`config.mk`:
```
export PLATFORM = sky130hd
export DESIGN_NAME = fwd_sel_ctrl_flat
export DESIGN_NICKNAME = d
export VERILOG_FILES = /design/src/rtl/riscv_pkg.sv /design/src/rtl/fwd_sel_ctrl_if.sv /design/src/rtl/fwd_match.sv /design/src/rtl/fwd_sel_ctrl.sv /design/src/flat_wrapper.sv
export SDC_FILE = /design/constraint.sdc
export NUM_CORES = 1
export LEC_CHECK = 0
export BUFFER_PORTS_ARGS = -buffer_cell sky130_fd_sc_hd__buf_2
export CAP_MARGIN = 20
export CORE_MARGIN = 2
export CORE_UTILIZATION = 35
export DETAILED_ROUTE_END_ITERATION = 10
export GPL_TIMING_DRIVEN = 0
export PLACE_DENSITY_LB_ADDON = 0.15
export SKIP_CTS_REPAIR_TIMING = 1
export SYNTH_ARGS = -nofsm -noshare
export SYNTH_HDL_FRONTEND = slang
export SYNTH_SLANG_ARGS = --single-unit
```
`constraint.sdc`:
```
create_clock -name clk -period 3 [get_ports clk]
set_input_delay 0.15 -clock clk [delete_from_list [all_inputs] [get_ports clk]]
set_output_delay 0.15 -clock clk [all_outputs]
set_load 0.1 [all_outputs]
```
`src/rtl/riscv_pkg.sv`:
```
// rtl/riscv_pkg.sv - shared select encodings and pipeline stage-record layout
package riscv_pkg;

    localparam int REG_AW = 5;

    localparam logic [1:0] SEL_RF    = 2'b00;
    localparam logic [1:0] SEL_EXMEM = 2'b01;
    localparam logic [1:0] SEL_MEMWB = 2'b10;
    localparam logic [1:0] SEL_IMM   = 2'b11;

    typedef struct packed {
        logic              valid;
        logic              regwrite;
        logic              memread;
        logic [REG_AW-1:0] rd;
    } stage_rec_t;

    localparam stage_rec_t STAGE_BUBBLE = '0;

endpackage

```
`src/rtl/fwd_sel_ctrl_if.sv`:
```
// rtl/fwd_sel_ctrl_if.sv - decode-side bus of the operand-select controller (FWD_IMM_SEL_EN adds id_alusrc)
interface fwd_sel_ctrl_if
    import riscv_pkg::*;
#(
    parameter int CNT_W = 16
);
    logic              id_valid;
    logic [REG_AW-1:0] id_rs1;
    logic [REG_AW-1:0] id_rs2;
    logic              id_use_rs1;
    logic              id_use_rs2;
    logic [REG_AW-1:0] id_rd;
    logic              id_regwrite;
    logic              id_memread;
`ifdef FWD_IMM_SEL_EN
    logic              id_alusrc;
`endif
    logic              flush;
    logic [1:0]        fwd_a_sel;
    logic [1:0]        fwd_b_sel;
    logic              stall;
    logic [CNT_W-1:0]  stall_cnt;

    modport master (
`ifdef FWD_IMM_SEL_EN
        output id_alusrc,
`endif
        output id_valid, id_rs1, id_rs2, id_use_rs1, id_use_rs2,
        output id_rd, id_regwrite, id_memread, flush,
        input  fwd_a_sel, fwd_b_sel, stall, stall_cnt
    );

    modport slave (
`ifdef FWD_IMM_SEL_EN
        input  id_alusrc,
`endif
        input  id_valid, id_rs1, id_rs2, id_use_rs1, id_use_rs2,
        input  id_rd, id_regwrite, id_memread, flush,
        output fwd_a_sel, fwd_b_sel, stall, stall_cnt
    );

endinterface

```
`src/rtl/fwd_match.sv`:
```
// rtl/fwd_match.sv - per-source priority comparator against the EX and MEM stage records
module fwd_match
    import riscv_pkg::*;
(
    input  logic              use_rs,
    input  logic [REG_AW-1:0] rs,
    input  stage_rec_t        ex_rec,
    input  logic              mem_valid,
    input  logic              mem_regwrite,
    input  logic [REG_AW-1:0] mem_rd,
    output logic [1:0]        sel,
    output logic              load_hit
);
    logic ex_hit;
    logic mem_hit;

    // x0 is hard-wired zero, so a match on it must never redirect the operand.
    assign ex_hit  = use_rs & ex_rec.valid & (ex_rec.rd != '0) & (ex_rec.rd == rs);
    assign mem_hit = use_rs & mem_valid & mem_regwrite & (mem_rd != '0) & (mem_rd == rs);

    always_comb begin
        sel = SEL_RF;
        if (ex_hit && ex_rec.regwrite) begin
            sel = SEL_EXMEM;
        end else if (mem_hit) begin
            sel = SEL_MEMWB;
        end
    end

    assign load_hit = ex_hit & ex_rec.memread;

endmodule

```
`src/rtl/fwd_sel_ctrl.sv`:
```
// rtl/fwd_sel_ctrl.sv - EX operand-select controller with load-use stall; FWD_IMM_SEL_EN enables immediate select on operand B
module fwd_sel_ctrl
    import riscv_pkg::*;
#(
    parameter int CNT_W = 16
)(
    input logic          clk,
    input logic          reset,
    fwd_sel_ctrl_if.slave bus
);
    stage_rec_t       ex_q, ex_d;
    stage_rec_t       mem_q, mem_d;
    logic [1:0]       a_sel_q, a_sel_d;
    logic [1:0]       b_sel_q, b_sel_d;
    logic [CNT_W-1:0] cnt_q, cnt_d;

    logic       use_b;
    logic [1:0] sel_a, sel_b;
    logic       hit_a, hit_b;
    logic       stall_c;
    logic       advance;

`ifdef FWD_IMM_SEL_EN
    assign use_b = bus.id_use_rs2 & ~bus.id_alusrc;
`else
    assign use_b = bus.id_use_rs2;
`endif

    fwd_match u_match_a (
        .use_rs       (bus.id_use_rs1),
        .rs           (bus.id_rs1),
        .ex_rec       (ex_q),
        .mem_valid    (mem_q.valid),
        .mem_regwrite (mem_q.regwrite),
        .mem_rd       (mem_q.rd),
        .sel          (sel_a),
        .load_hit     (hit_a)
    );

    fwd_match u_match_b (
        .use_rs       (use_b),
        .rs           (bus.id_rs2),
        .ex_rec       (ex_q),
        .mem_valid    (mem_q.valid),
        .mem_regwrite (mem_q.regwrite),
        .mem_rd       (mem_q.rd),
        .sel          (sel_b),
        .load_hit     (hit_b)
    );

    // A taken branch kills the decoded instruction, so it cannot also stall.
    assign stall_c = bus.id_valid & ~bus.flush & (hit_a | hit_b);
    assign advance = bus.id_valid & ~bus.flush & ~stall_c;

    always_comb begin
        ex_d    = STAGE_BUBBLE;
        a_sel_d = SEL_RF;
        b_sel_d = SEL_RF;
        if (advance) begin
            ex_d.valid    = 1'b1;
            ex_d.regwrite = bus.id_regwrite;
            ex_d.memread  = bus.id_memread;
            ex_d.rd       = bus.id_rd;
            a_sel_d       = sel_a;
            b_sel_d       = sel_b;
`ifdef FWD_IMM_SEL_EN
            if (bus.id_alusrc) begin
                b_sel_d = SEL_IMM;
            end
`endif
        end
        // Instructions leaving MEM need no tracking: the register file covers WB.
        mem_d = ex_q;
        cnt_d = cnt_q;
        if (stall_c && !(&cnt_q)) begin
            cnt_d = cnt_q + {{(CNT_W-1){1'b0}}, 1'b1};
        end
    end

    always_ff @(posedge clk or posedge reset) begin
        if (reset) begin
            ex_q    <= STAGE_BUBBLE;
            mem_q   <= STAGE_BUBBLE;
            a_sel_q <= SEL_RF;
            b_sel_q <= SEL_RF;
            cnt_q   <= '0;
        end else begin
            ex_q    <= ex_d;
            mem_q   <= mem_d;
            a_sel_q <= a_sel_d;
            b_sel_q <= b_sel_d;
            cnt_q   <= cnt_d;
        end
    end

    assign bus.fwd_a_sel = a_sel_q;
    assign bus.fwd_b_sel = b_sel_q;
    assign bus.stall     = stall_c;
    assign bus.stall_cnt = cnt_q;

endmodule
```
`src/flat_wrapper.sv`:
```
// flat-port wrapper written by rule: the top's interface ports become plain ports
module fwd_sel_ctrl_flat import riscv_pkg::*;
#(
    parameter int CNT_W = 16
)
  (clk, reset, bus_id_valid, bus_id_rs1, bus_id_rs2, bus_id_use_rs1, bus_id_use_rs2, bus_id_rd, bus_id_regwrite, bus_id_memread, bus_flush, bus_fwd_a_sel, bus_fwd_b_sel, bus_stall, bus_stall_cnt);
  fwd_sel_ctrl_if #(.CNT_W(CNT_W)) bus_i ();
  input logic clk;
  input logic reset;
  input wire logic [$bits(bus_i.id_valid)-1:0] bus_id_valid;
  input wire logic [$bits(bus_i.id_rs1)-1:0] bus_id_rs1;
  input wire logic [$bits(bus_i.id_rs2)-1:0] bus_id_rs2;
  input wire logic [$bits(bus_i.id_use_rs1)-1:0] bus_id_use_rs1;
  input wire logic [$bits(bus_i.id_use_rs2)-1:0] bus_id_use_rs2;
  input wire logic [$bits(bus_i.id_rd)-1:0] bus_id_rd;
  input wire logic [$bits(bus_i.id_regwrite)-1:0] bus_id_regwrite;
  input wire logic [$bits(bus_i.id_memread)-1:0] bus_id_memread;
  input wire logic [$bits(bus_i.flush)-1:0] bus_flush;
  output wire logic [$bits(bus_i.fwd_a_sel)-1:0] bus_fwd_a_sel;
  output wire logic [$bits(bus_i.fwd_b_sel)-1:0] bus_fwd_b_sel;
  output wire logic [$bits(bus_i.stall)-1:0] bus_stall;
  output wire logic [$bits(bus_i.stall_cnt)-1:0] bus_stall_cnt;
  assign bus_i.id_valid = bus_id_valid;
  assign bus_i.id_rs1 = bus_id_rs1;
  assign bus_i.id_rs2 = bus_id_rs2;
  assign bus_i.id_use_rs1 = bus_id_use_rs1;
  assign bus_i.id_use_rs2 = bus_id_use_rs2;
  assign bus_i.id_rd = bus_id_rd;
  assign bus_i.id_regwrite = bus_id_regwrite;
  assign bus_i.id_memread = bus_id_memread;
  assign bus_i.flush = bus_flush;
  assign bus_fwd_a_sel = bus_i.fwd_a_sel;
  assign bus_fwd_b_sel = bus_i.fwd_b_sel;
  assign bus_stall = bus_i.stall;
  assign bus_stall_cnt = bus_i.stall_cnt;
  fwd_sel_ctrl #(.CNT_W(CNT_W)) u_core (.clk(clk), .reset(reset), .bus(bus_i));
endmodule
```
# [Word level (Yosys, flattened, before mapping)]
# Cells that the tools add are included.
# W data, S select, Z words.
[word_totals] word_cells=51 out_inout_bits=21 ff_bits=35 inputBits=23
[classes] add_sub_neg=1 muxes=7 reduce_logical=7 eq_ne=4 n_bitwise=22
[ops] cell="$eq A5 B5 Y1" count=4
[ops] cell="$and A1 B1 Y1" count=19
[ops] cell="$add A16 B1 Y16 const B" count=1
[ops] cell="$reduce_and A16 Y1" count=1
[ops] cell="$mux W2" count=6
[ops] cell="$reduce_bool A5 Y1" count=2
[ops] cell="$mux W8" count=1
[ops] cell="$logic_and A1 B1 Y1" count=3
[ops] cell="$not A1 Y1" count=2
[ops] cell="$logic_not A1 Y1" count=1
[ops] cell="$or A1 B1 Y1" count=1

# [Logic depth before layout (Yosys ltp)]
# Gate-level depths: netlist of run 1.
[logic_depth] word_depth=9 ltp_mapped=7 depth_no_buf=6

# [Cells and area by module]
# A second synthesis of run 1 with hierarchy kept.
[unflattened] hier_cells=156 hier_area_um2=1719.1
[by_module_without_submodules] module="fwd_sel_ctrl" n_inst=1 cells_each=110 area_each_um2=1403.8 seq_area_each_um2=875.8
[by_module_without_submodules] module="fwd_match" n_inst=2 cells_each=23 area_each_um2=157.7 seq_area_each_um2=0.0

# [Worst setup path before layout of run 1]
# Ideal clock, no wire load.
[synth_path] path_type="register to output" start="register u_core.ex_q[0] (netlist bit)" end="output port bus_stall" n_path_buf=1 path_stages_with_launch=7 slack_ns=-0.556 required_ns=2.850 arrival_ns=3.406 cell_sequence="dfrtp_1 xor2_1 nor4_2 nand3_2 and2_4 buf_6 nor3_1"
[synth_between] elab_chain_cells=6 elab_cells_between_ends=11 cone_classes="eq/ne: 2; bitwise: 8; reduce/logical: 1"
[synth_rtl] item="start: declaration" line="fwd_sel_ctrl.sv:11" text="stage_rec_t ex_q, ex_d;"
[synth_rtl] item="start signal: assignment" line="fwd_sel_ctrl.sv:82" text="ex_q <= STAGE_BUBBLE;"
[synth_rtl] item="start signal: assignment" line="fwd_sel_ctrl.sv:88" text="ex_q <= ex_d;"
[synth_rtl] item="$reduce_bool A5 Y1" line="fwd_match.sv:18" text="assign ex_hit = use_rs & ex_rec.valid & (ex_rec.rd != '0) & (ex_rec.rd == rs);"
[synth_rtl] item="$and A1 B1 Y1 (2 in a row)" line="fwd_match.sv:18"
[synth_rtl] item="$and A1 B1 Y1" line="fwd_match.sv:30" text="assign load_hit = ex_hit & ex_rec.memread;"
[synth_rtl] item="$or A1 B1 Y1 *" line="fwd_sel_ctrl.sv:52" text="assign stall_c = bus.id_valid & ~bus.flush & (hit_a | hit_b);"
[synth_rtl] item="$and A1 B1 Y1 *" line="fwd_sel_ctrl.sv:52"
[synth_rtl] item="end: declaration" line="flat_wrapper.sv:21" text="output wire logic [$bits(bus_i.stall)-1:0] bus_stall;"
# Mark *: on every way between the ends. The rest lies on a longest branch, timed or not.

# [Worst setup path after layout of run 1]
# Ends and elaborated chain as after synthesis.

==> flow_metrics.env, run 1 <==
export IMPL_worst_pin_slew_ns=0.5929
export IMPL_yosys_warnings=0
export IMPL_first_global_vias=1329
export IMPL_slew_viol_final=0
export IMPL_critPathLaunchType="flip-flop"
export IMPL_yosys_cell_types_count=29
export IMPL_rsz0062_at_grt="no"
export IMPL_routed_wl_mm=3.857
export IMPL_synthCells=149
export IMPL_avgSynthCellArea_um2=11.56
export IMPL_mostFrequentLayoutCells="buf_2, dfrtp_1, xor2_1"
export IMPL_track_usage_pct=15.56
export IMPL_fp_coreArea_um2=4723
export IMPL_fin_skew_ns=0.007131
export IMPL_setup_viol=0
export IMPL_netSwitchingFraction_pct=22.77
export IMPL_syn_cell_area_um2=1723
export IMPL_pwr_share_clk_pct=39.6
export IMPL_overflow=0
export IMPL_dp_hpwl_mm=2.973
export IMPL_htreeDepth=2
export IMPL_critPathKind="flip-flop to output port"
export IMPL_crit_arrival_ns=2.40
export IMPL_cts_sinks=35
export IMPL_die_x_um=74.16
export IMPL_vias=1331
export IMPL_dp_cells=260
export IMPL_area_delta_synth_final_pct=25.64
export IMPL_wire_per_inst_um=14.34
export IMPL_max_slew_margin_pct=60.43
export IMPL_die_h_um=74.16
export IMPL_clk_latency_ns=0.28
export IMPL_fillers=448
export IMPL_cts_root_buf="clkbuf_8"
export IMPL_maxCapViolations=0
export IMPL_synth_nets=173
export IMPL_clk_pin_slew_ns=0.07
export IMPL_end_kind="output port"
export IMPL_initial_core_util_pct=36.48
export IMPL_p_switching_w=0.0002132
export IMPL_rows=25
export IMPL_nNetsFinal=225
export IMPL_required_ns=2.85
export IMPL_drc=0
export IMPL_clockBufferDepth=2
export IMPL_grt_max_degree=24
export IMPL_fmax_ghz=0.3915
export IMPL_p_leak_nw=1.068
export IMPL_ys_ff_latch=35
export IMPL_cts_tree="built"
export IMPL_final_common_cell="buf_2"
export IMPL_port_buffers=43
export IMPL_numCtsBuffers=5
export IMPL_final_antenna_net_count=0
export IMPL_post_route_period_util_pct=85.14
export IMPL_drtPass1Iterations=6
export IMPL_ir_drop_uv=196.0
export IMPL_final_min_clock_period_ns=2.554
export IMPL_diodes=0
export IMPL_grt_pass1_wl_mm=6.430
export IMPL_antenna_found_initial=0
export IMPL_ios=44
export IMPL_final_cells=269
export IMPL_dieArea_um2=5500
export IMPL_finalSetupTns_ns=0
export IMPL_hold_viol=0
export IMPL_via_per_inst=4.948
export IMPL_hp_class="input port to flip-flop"
export IMPL_drive_above_1_share_pct=31.19
export IMPL_drtIter0Drc=90
export IMPL_intPower_w=0.0007233
export IMPL_power_density_nw_per_um2=432.7
export IMPL_comb_power_share_pct=8.1
export IMPL_seqPwrFrac_pct=52.3
export IMPL_path_max_fanout=8
export IMPL_outcome="completed"
export IMPL_ys_seq_area_share_pct=50.84
export IMPL_gp_congestion=0.8183
final timing paths:
path	start	to	slack (ns)	cells after the start
max	u_core.ex_q[0]$_DFF_PP0_	bus_stall	0.45	7
min	bus_id_rd[0]	u_core.ex_q[0]$_DFF_PP0_	0.07	2
max reg2reg	u_core.ex_q[0]$_DFF_PP0_	u_core.bus.stall_cnt[12]$_DFFE_PP0P_	0.79	7
min reg2reg	u_core.ex_q[6]$_DFF_PP0_	u_core.mem_q[6]$_DFF_PP0_	0.39	0
max in group asynchronous	reset	u_core.ex_q[5]$_DFF_PP0_	2.02	4
min in group asynchronous	reset	u_core.bus.stall_cnt[9]$_DFFE_PP0P_	0.47	3
power groups by stage:
stage                     Clock, W  Combinational (W)  Sequential, W
after floorplan                  0          0.0000415       0.000497
after detailed placement         0          0.0000760       0.000499
after global placement           0          0.0000683       0.000498
after CTS                 0.000385          0.0000762       0.000490
final                     0.000371          0.0000759       0.000490
after global routing      0.000412          0.0000843       0.000491
stage by stage:
stage / setup slack (ns) / total power, W / utilization (%) / hold slack [ns] / instance area [um^2]
3_3_place_gp: 0.7714 / 0.0005663 / 42.91 / 0.3572 / 2027
4_1_cts: 0.4403 / 0.0009513 / 45.62 / -0.06927 / 2155
2_1_floorplan: 0.2928 / 0.0005389 / - / 0.2786 / 1728
5_1_grt: 0.3431 / 0.0009865 / 45.83 / 0.06583 / 2165
6_report: 0.4457 / 0.0009365 / 45.83 / 0.06676 / 2165
3_5_place_dp: 0.7591 / 0.0005749 / 43.50 / 0.2432 / 2054
kinds of logic after synthesis:
| group | after synthesis | share of synthesized area [%] |
|---|---|---|
| and+or+nand+nor | 65 | 24.40 |
| AOI/OAI and AO/OA | 8 | 4.140 |
| DFF | 35 | 50.84 |
| buffers and inverters | 4 | 1.307 |
| xor gates and xnor gates | 34 | 17.28 |
| muxes | 2 | 1.307 |
| adders and majority gates | 1 | 0.7261 |
registers in the layout, summed over array words and instances (netlist names):
register,cells
u_core.ex_q,8
u_core.bus.stall_cnt,16
u_core.bus.fwd_a_sel,2
u_core.mem_q,7
u_core.bus.fwd_b_sel,2
synth_stat cells (all sizes together):
cell,instances,area [um^2]
inv,3,11.26
xor2,21,183.9
nor2,7,26.28
mux2,2,22.52
dfrtp,35,875.8
nand4,9,56.30
o221ai,1,8.760
nor3,6,30.03
o2111ai,2,17.52
a21oi,3,15.01
a21bo,1,10.01
ha,1,12.51
xnor2,13,113.9
nor4b,2,38.78
and3,3,18.77
nand2,5,18.77
buf,1,11.26
nor4,8,75.07
and2,8,52.55
or4,1,7.510
nand2b,1,6.260
nor2b,1,6.260
a211oi,1,20.02
nand3,13,75.07
and4,1,8.760
critical path, cell delays in order, from the launching register on:
cell     delay, ns
dfrtp_1       0.44
xor2_1        0.19
nor4_2        0.34
nand3_2       0.20
and2_4        0.21
buf_6         0.13
nor3_2        0.17
buf_2         0.45
per-layer routing:
layer  vias up  global-route usage [%]  part of all wire, %
met3         2                   4.607                  3.8
met5         -                       0                    0
met4         0                   4.848                 0.57
li1        631                       -                    -
met2        39                   24.21                   48
met1       659                   20.99                   47
cell type report:
type	instances	area [um^2]	area share, %
timing repair buffer	45	252.7	11.68
clock buffer	8	100.1	4.624
multi-input combinational	110	829.5	38.32
tap	67	83.83	3.873
sequential	35	875.8	40.46
buffer	1	11.26	0.5202
inverter	3	11.26	0.5202
(Power assumes the default switching activity.)
==> run 2, diff against run 1 <==
Settings changed: BUFFER_PORTS_ARGS -buffer_cell sky130_fd_sc_hd__buf_2 to default, CTS_CLUSTER_DIAMETER from default to 30, DONT_BUFFER_PORTS from default to 1, GPL_TIMING_DRIVEN 0 to 1.
==> run 2 against run 1 <==
- worst setup slack improved by 0.27 ns
- worst hold slack gained 0.011 ns
- first-iteration DRC count fell by 26%
- register-to-register slack better by 0.12 ns
- largest cell class unchanged
- largest power group unchanged
==> flow_metrics.env, run 2 (synthesis results as in run 1) <==
export IMPL_outcome="completed"
export IMPL_dp_hpwl_mm=2.946
export IMPL_grt_pass1_wl_mm=6.127
export IMPL_cts_tree="built"
export IMPL_fin_area_um2=2158
export IMPL_p_leak_nw=1.002
export IMPL_path_max_fanout=8
export IMPL_area_delta_synth_final_pct=25.27
export IMPL_dieArea_um2=5500
export IMPL_crit_arrival_ns=2.14
export IMPL_grt_max_degree=36
export IMPL_dp_cells=233
export IMPL_drtIter0Drc=67
export IMPL_clk_latency_ns=0.29
export IMPL_post_place_ws_ns=0.9233
export IMPL_critPathLaunchType="flip-flop"
export IMPL_cts_sinks=35
export IMPL_diodes=0
export IMPL_seqPwrFrac_pct=49.6
export IMPL_crit_chain="xor2_1 > nor4_2 > nand3_2 > and2_4 > nor3_4 > buf_4"
export IMPL_port_buffers=0
export IMPL_max_stage_delay_ns=0.43
export IMPL_drtPass1Iterations=4
export IMPL_netSwitchingFraction_pct=22.86
export IMPL_vias=1256
export IMPL_crit_start="u_core.ex_q[0]$_DFF_PP0_"
export IMPL_comb_power_share_pct=6.3
export IMPL_rrSetupSlack_ns=0.91
export IMPL_die_h_um=74.16
export IMPL_r2r_end="u_core.bus.stall_cnt[12]$_DFFE_PP0P_"
export IMPL_routed_wl_mm=3.765
export IMPL_clockBufferDepth=2
export IMPL_largest_register_ffs=16
export IMPL_power_density_nw_per_um2=456.3
export IMPL_clk_pin_slew_ns=0.08
export IMPL_ios=44
export IMPL_via_per_inst=5.004
export IMPL_worst_slack_ns=0.7150
export IMPL_setup_viol=0
export IMPL_slowest_stage="dfrtp_1"
export IMPL_critPathKind="flip-flop to output port"
export IMPL_drc=0
export IMPL_rows=25
export IMPL_post_route_period_util_pct=76.17
export IMPL_intPower_w=0.0007597
export IMPL_track_usage_pct=15.26
export IMPL_reg2reg_depth=6
export IMPL_finalSetupTns_ns=0
export IMPL_antenna_found_initial=0
export IMPL_place_area_um2=1942
export IMPL_overflow=0
export IMPL_die_x_um=74.16
export IMPL_nNetsFinal=207
export IMPL_fp_coreArea_um2=4723
export IMPL_worst_pin_slew_ns=0.8767
export IMPL_maxCapViolations=0
export IMPL_drive_above_1_share_pct=20.11
export IMPL_slew_viol_final=0
export IMPL_wire_per_inst_um=15.00
export IMPL_required_ns=2.85
export IMPL_numCtsBuffers=5
export IMPL_crit_path_end="bus_stall"
export IMPL_first_global_vias=1245
export IMPL_hold_viol=0
export IMPL_htreeDepth=2
export IMPL_final_common_cell="dfrtp_1"
export IMPL_ir_drop_uv=234.9
export IMPL_final_cells=251
export IMPL_final_antenna_net_count=0
export IMPL_pwr_share_clk_pct=44.0
export IMPL_fmax_ghz=0.4376
export IMPL_initial_core_util_pct=36.48
export IMPL_p_switching_w=0.0002252
export IMPL_hp_class="input port to flip-flop"
export IMPL_timing_rr_start="u_core.ex_q[0]$_DFF_PP0_"
export IMPL_final_min_clock_period_ns=2.285
export IMPL_rsz0062_at_grt="no"
export IMPL_end_kind="output port"
export IMPL_cts_root_buf="clkbuf_8"
export IMPL_fin_skew_ns=0.007096
export IMPL_max_slew_margin_pct=41.59
export IMPL_mostFrequentLayoutCells="dfrtp_1, xor2_1, buf_4"
export IMPL_gp_congestion=0.8744
[run 2: worst min-delay path by stage]
stage	slack, ns	startpoint	cells after the start	endpoint
final	0.08	bus_id_use_rs1	2	u_core.bus.fwd_a_sel[0]$_DFF_PP0_
after global placement	0.16	reset	2	u_core.bus.stall_cnt[3]$_DFFE_PP0P_
after global routing	0.08	bus_id_rs1[0]	3	u_core.bus.fwd_a_sel[1]$_DFF_PP0_
after floorplan	0.28	bus_id_rd[0]	1	u_core.ex_q[0]$_DFF_PP0_
after CTS	-0.16	reset	2	u_core.bus.stall_cnt[3]$_DFFE_PP0P_
after detailed placement	0.17	reset	2	u_core.bus.stall_cnt[3]$_DFFE_PP0P_
[run 2: layer usage]
metal / track usage (%) / vias up / part of all wire [%]
li1: - / 600 / -
met1: 19.85 / 607 / 44
met2: 22.72 / 40 / 47
met3: 5.827 / 9 / 6.9
met4: 6.667 / 0 / 2.6
met5: 0 / - / 0
[run 2: per-stage QoR]
step	utilization [%]	total power [W]	hold slack (ns)
after floorplan	-	0.0005389	0.2786
after global placement	41.11	0.0005502	0.1629
after detailed placement	41.11	0.0005514	0.1680
after CTS	43.58	0.0009870	-0.1556
after global routing	45.70	0.001030	0.08201
final	45.70	0.0009848	0.07735
[run 2: worst max-delay path: cells and delay by family (launching register included)]
kind | cells | cell delay [ns]
flops | 1 | 0.43
buf+inv | 1 | 0.31
simple gates | 4 | 0.91
xor+xnor | 1 | 0.18
[run 2: layout make-up]
type | instances | area, um^2
Clock buffer | 5 | 68.82
Clock inverter | 3 | 47.55
Fill cell | 444 | 2565
Inverter | 3 | 11.26
Multi-Input combinational cell | 110 | 835.8
Sequential cell | 35 | 875.8
Tap cell | 67 | 83.83
Timing Repair Buffer | 28 | 235.2
[run 2: power by group through the flow]
stage	clock (W)	combinational [W]	sequential [W]
after floorplan	0	0.0000415	0.000497
after global placement	0	0.0000530	0.000497
after detailed placement	0	0.0000536	0.000498
after CTS	0.000445	0.0000537	0.000489
after global routing	0.000471	0.0000693	0.000490
final	0.000434	0.0000624	0.000489
==> run 3, diff against run 2 <==
Clock period 3 ns to 2.4 ns, I/O delays scaled along.
==> run 3 against run 2 <==
- utilization grew 0.48 points
- first-iteration DRC count up 28%
- sequential share of layout area decreased by 0.30 points
- total power rose by 26%
- global-route usage is 0.52 points higher
- via count increased by 2.0%
==> flow_metrics.env, run 3 (synthesis results as in run 1) <==
export IMPL_drc=0
export IMPL_rrSetupSlack_ns=0.30
export IMPL_reg2reg_depth=6
export IMPL_required_ns=2.28
export IMPL_fin_skew_ns=0.004485
export IMPL_post_route_period_util_pct=93.00
export IMPL_initial_core_util_pct=36.48
export IMPL_ios=44
export IMPL_drive_above_1_share_pct=21.62
export IMPL_track_usage_pct=15.77
export IMPL_hp_class="input port to flip-flop"
export IMPL_critPathLaunchType="flip-flop"
export IMPL_htreeDepth=2
export IMPL_area_delta_synth_final_pct=26.58
export IMPL_drtPass1Iterations=4
export IMPL_fillers=438
export IMPL_worst_slack_ns=0.1680
export IMPL_clk_latency_ns=0.29
export IMPL_timing_rr_start="u_core.ex_q[0]$_DFF_PP0_"
export IMPL_clk_pin_slew_ns=0.08
export IMPL_hold_viol=0
export IMPL_final_common_cell="dfrtp_1"
export IMPL_dp_hpwl_mm=3.034
export IMPL_fin_util_pct=46.17
export IMPL_first_global_vias=1294
export IMPL_drtIter0Drc=86
export IMPL_dieArea_um2=5500
export IMPL_diodes=0
export IMPL_worstHoldPathCells=3
export IMPL_min_from="bus_id_rs2[0]"
export IMPL_p_leak_nw=1.007
export IMPL_fmax_ghz=0.4480
export IMPL_post_place_ws_ns=0.3318
export IMPL_crit_arrival_ns=2.11
export IMPL_routed_wl_mm=3.905
export IMPL_slew_viol_final=0
export IMPL_max_slew_margin_pct=41.69
export IMPL_ir_drop_uv=384.0
export IMPL_port_buffers=0
export IMPL_grt_max_degree=23
export IMPL_critPathKind="flip-flop to output port"
export IMPL_wire_per_inst_um=15.50
export IMPL_power_density_nw_per_um2=567.4
export IMPL_setup_viol=0
export IMPL_finalSetupTns_ns=0
export IMPL_end_kind="output port"
export IMPL_cts_tree="built"
export IMPL_gp_congestion=0.9310
export IMPL_fp_coreArea_um2=4723
export IMPL_vias=1281
export IMPL_nNetsFinal=208
export IMPL_via_per_inst=5.083
export IMPL_clockBufferDepth=2
export IMPL_outcome="completed"
export IMPL_rows=25
export IMPL_min_to="u_core.bus.fwd_b_sel[1]$_DFF_PP0_"
export IMPL_maxCapViolations=0
export IMPL_die_h_um=74.16
export IMPL_final_min_clock_period_ns=2.232
export IMPL_numCtsBuffers=5
export IMPL_cts_root_buf="clkbuf_8"
export IMPL_rsz0062_at_grt="no"
export IMPL_overflow=0
export IMPL_largest_register_ffs=16
export IMPL_mostFrequentLayoutCells="dfrtp_1, xor2_1, buf_4"
export IMPL_die_x_um=74.16
export IMPL_antenna_found_initial=0
export IMPL_grt_pass1_wl_mm=6.465
export IMPL_worst_pin_slew_ns=0.8752
export IMPL_final_antenna_net_count=0
export IMPL_path_max_fanout=8
export IMPL_r2r_end="u_core.bus.stall_cnt[12]$_DFFE_PP0P_"
export IMPL_cts_sinks=35
-- run 3: cell count changes in the layout (fill, tap and decap cells not counted) --
cell and delta:
dfrtp_2 +2, buf_12 +1, dfrtp_1 -2
-- run 3: layout make-up --
cell class	count	area, um^2	area share, %
Inverter	3	11.26	0.5164
Multi-Input combinational cell	110	835.8	38.32
Clock buffer	5	68.82	3.155
Timing Repair Buffer	29	255.2	11.70
Sequential cell	35	878.3	40.28
Clock inverter	3	47.55	2.180
Tap cell	67	83.83	3.844
-- run 3: critical path, stage by stage (launching register included) --
cell	delay, ns
dfrtp_1	0.43
xor2_1	0.19
nor4_2	0.31
nand3_2	0.19
and2_4	0.25
nor3_4	0.24
buf_12	0.20
-- run 3: stage by stage --
step	power [W]	std cells	hold WS, ns	area (um^2)
global route	0.001292	252	0.05674	2181
detailed placement	0.0006887	234	0.2231	1952
finish	0.001237	252	0.04299	2181
global placement	0.0006881	234	0.2166	1952
floorplan	0.0006742	149	0.2486	1737
CTS	0.001238	242	-0.09782	2068
-- run 3: worst max-delay path by stage --
stage | startpoint | end | cells past startpoint
5_1_grt | u_core.ex_q[0]$_DFF_PP0_ | bus_stall | 6
2_1_floorplan | u_core.bus.stall_cnt[11]$_DFFE_PP0P_ | u_core.bus.stall_cnt[1]$_DFFE_PP0P_ | 5
6_report | u_core.ex_q[0]$_DFF_PP0_ | bus_stall | 6
3_5_place_dp | u_core.ex_q[0]$_DFF_PP0_ | u_core.bus.stall_cnt[12]$_DFFE_PP0P_ | 6
4_1_cts | u_core.ex_q[0]$_DFF_PP0_ | bus_stall | 6
3_3_place_gp | u_core.ex_q[3]$_DFF_PP0_ | u_core.bus.stall_cnt[12]$_DFFE_PP0P_ | 6
-- run 3: per-layer routing --
metal  GRT usage [%]  up-vias  part of all wire (%)
li1                -      597                     -
met4           6.061        0                   1.6
met5               0        -                     0
met1           21.15      637                    44
met3           5.556        6                   6.5
met2           23.51       41                    48
-- run 3: where the power goes --
part	switching, W	internal, W	total, W
clock network	0.000234	0.000315	0.000549
logic	0.0000424	0.0000355	0.0000778
registers	0.0000114	0.000599	0.000611
total	0.000288	0.000950	0.00124
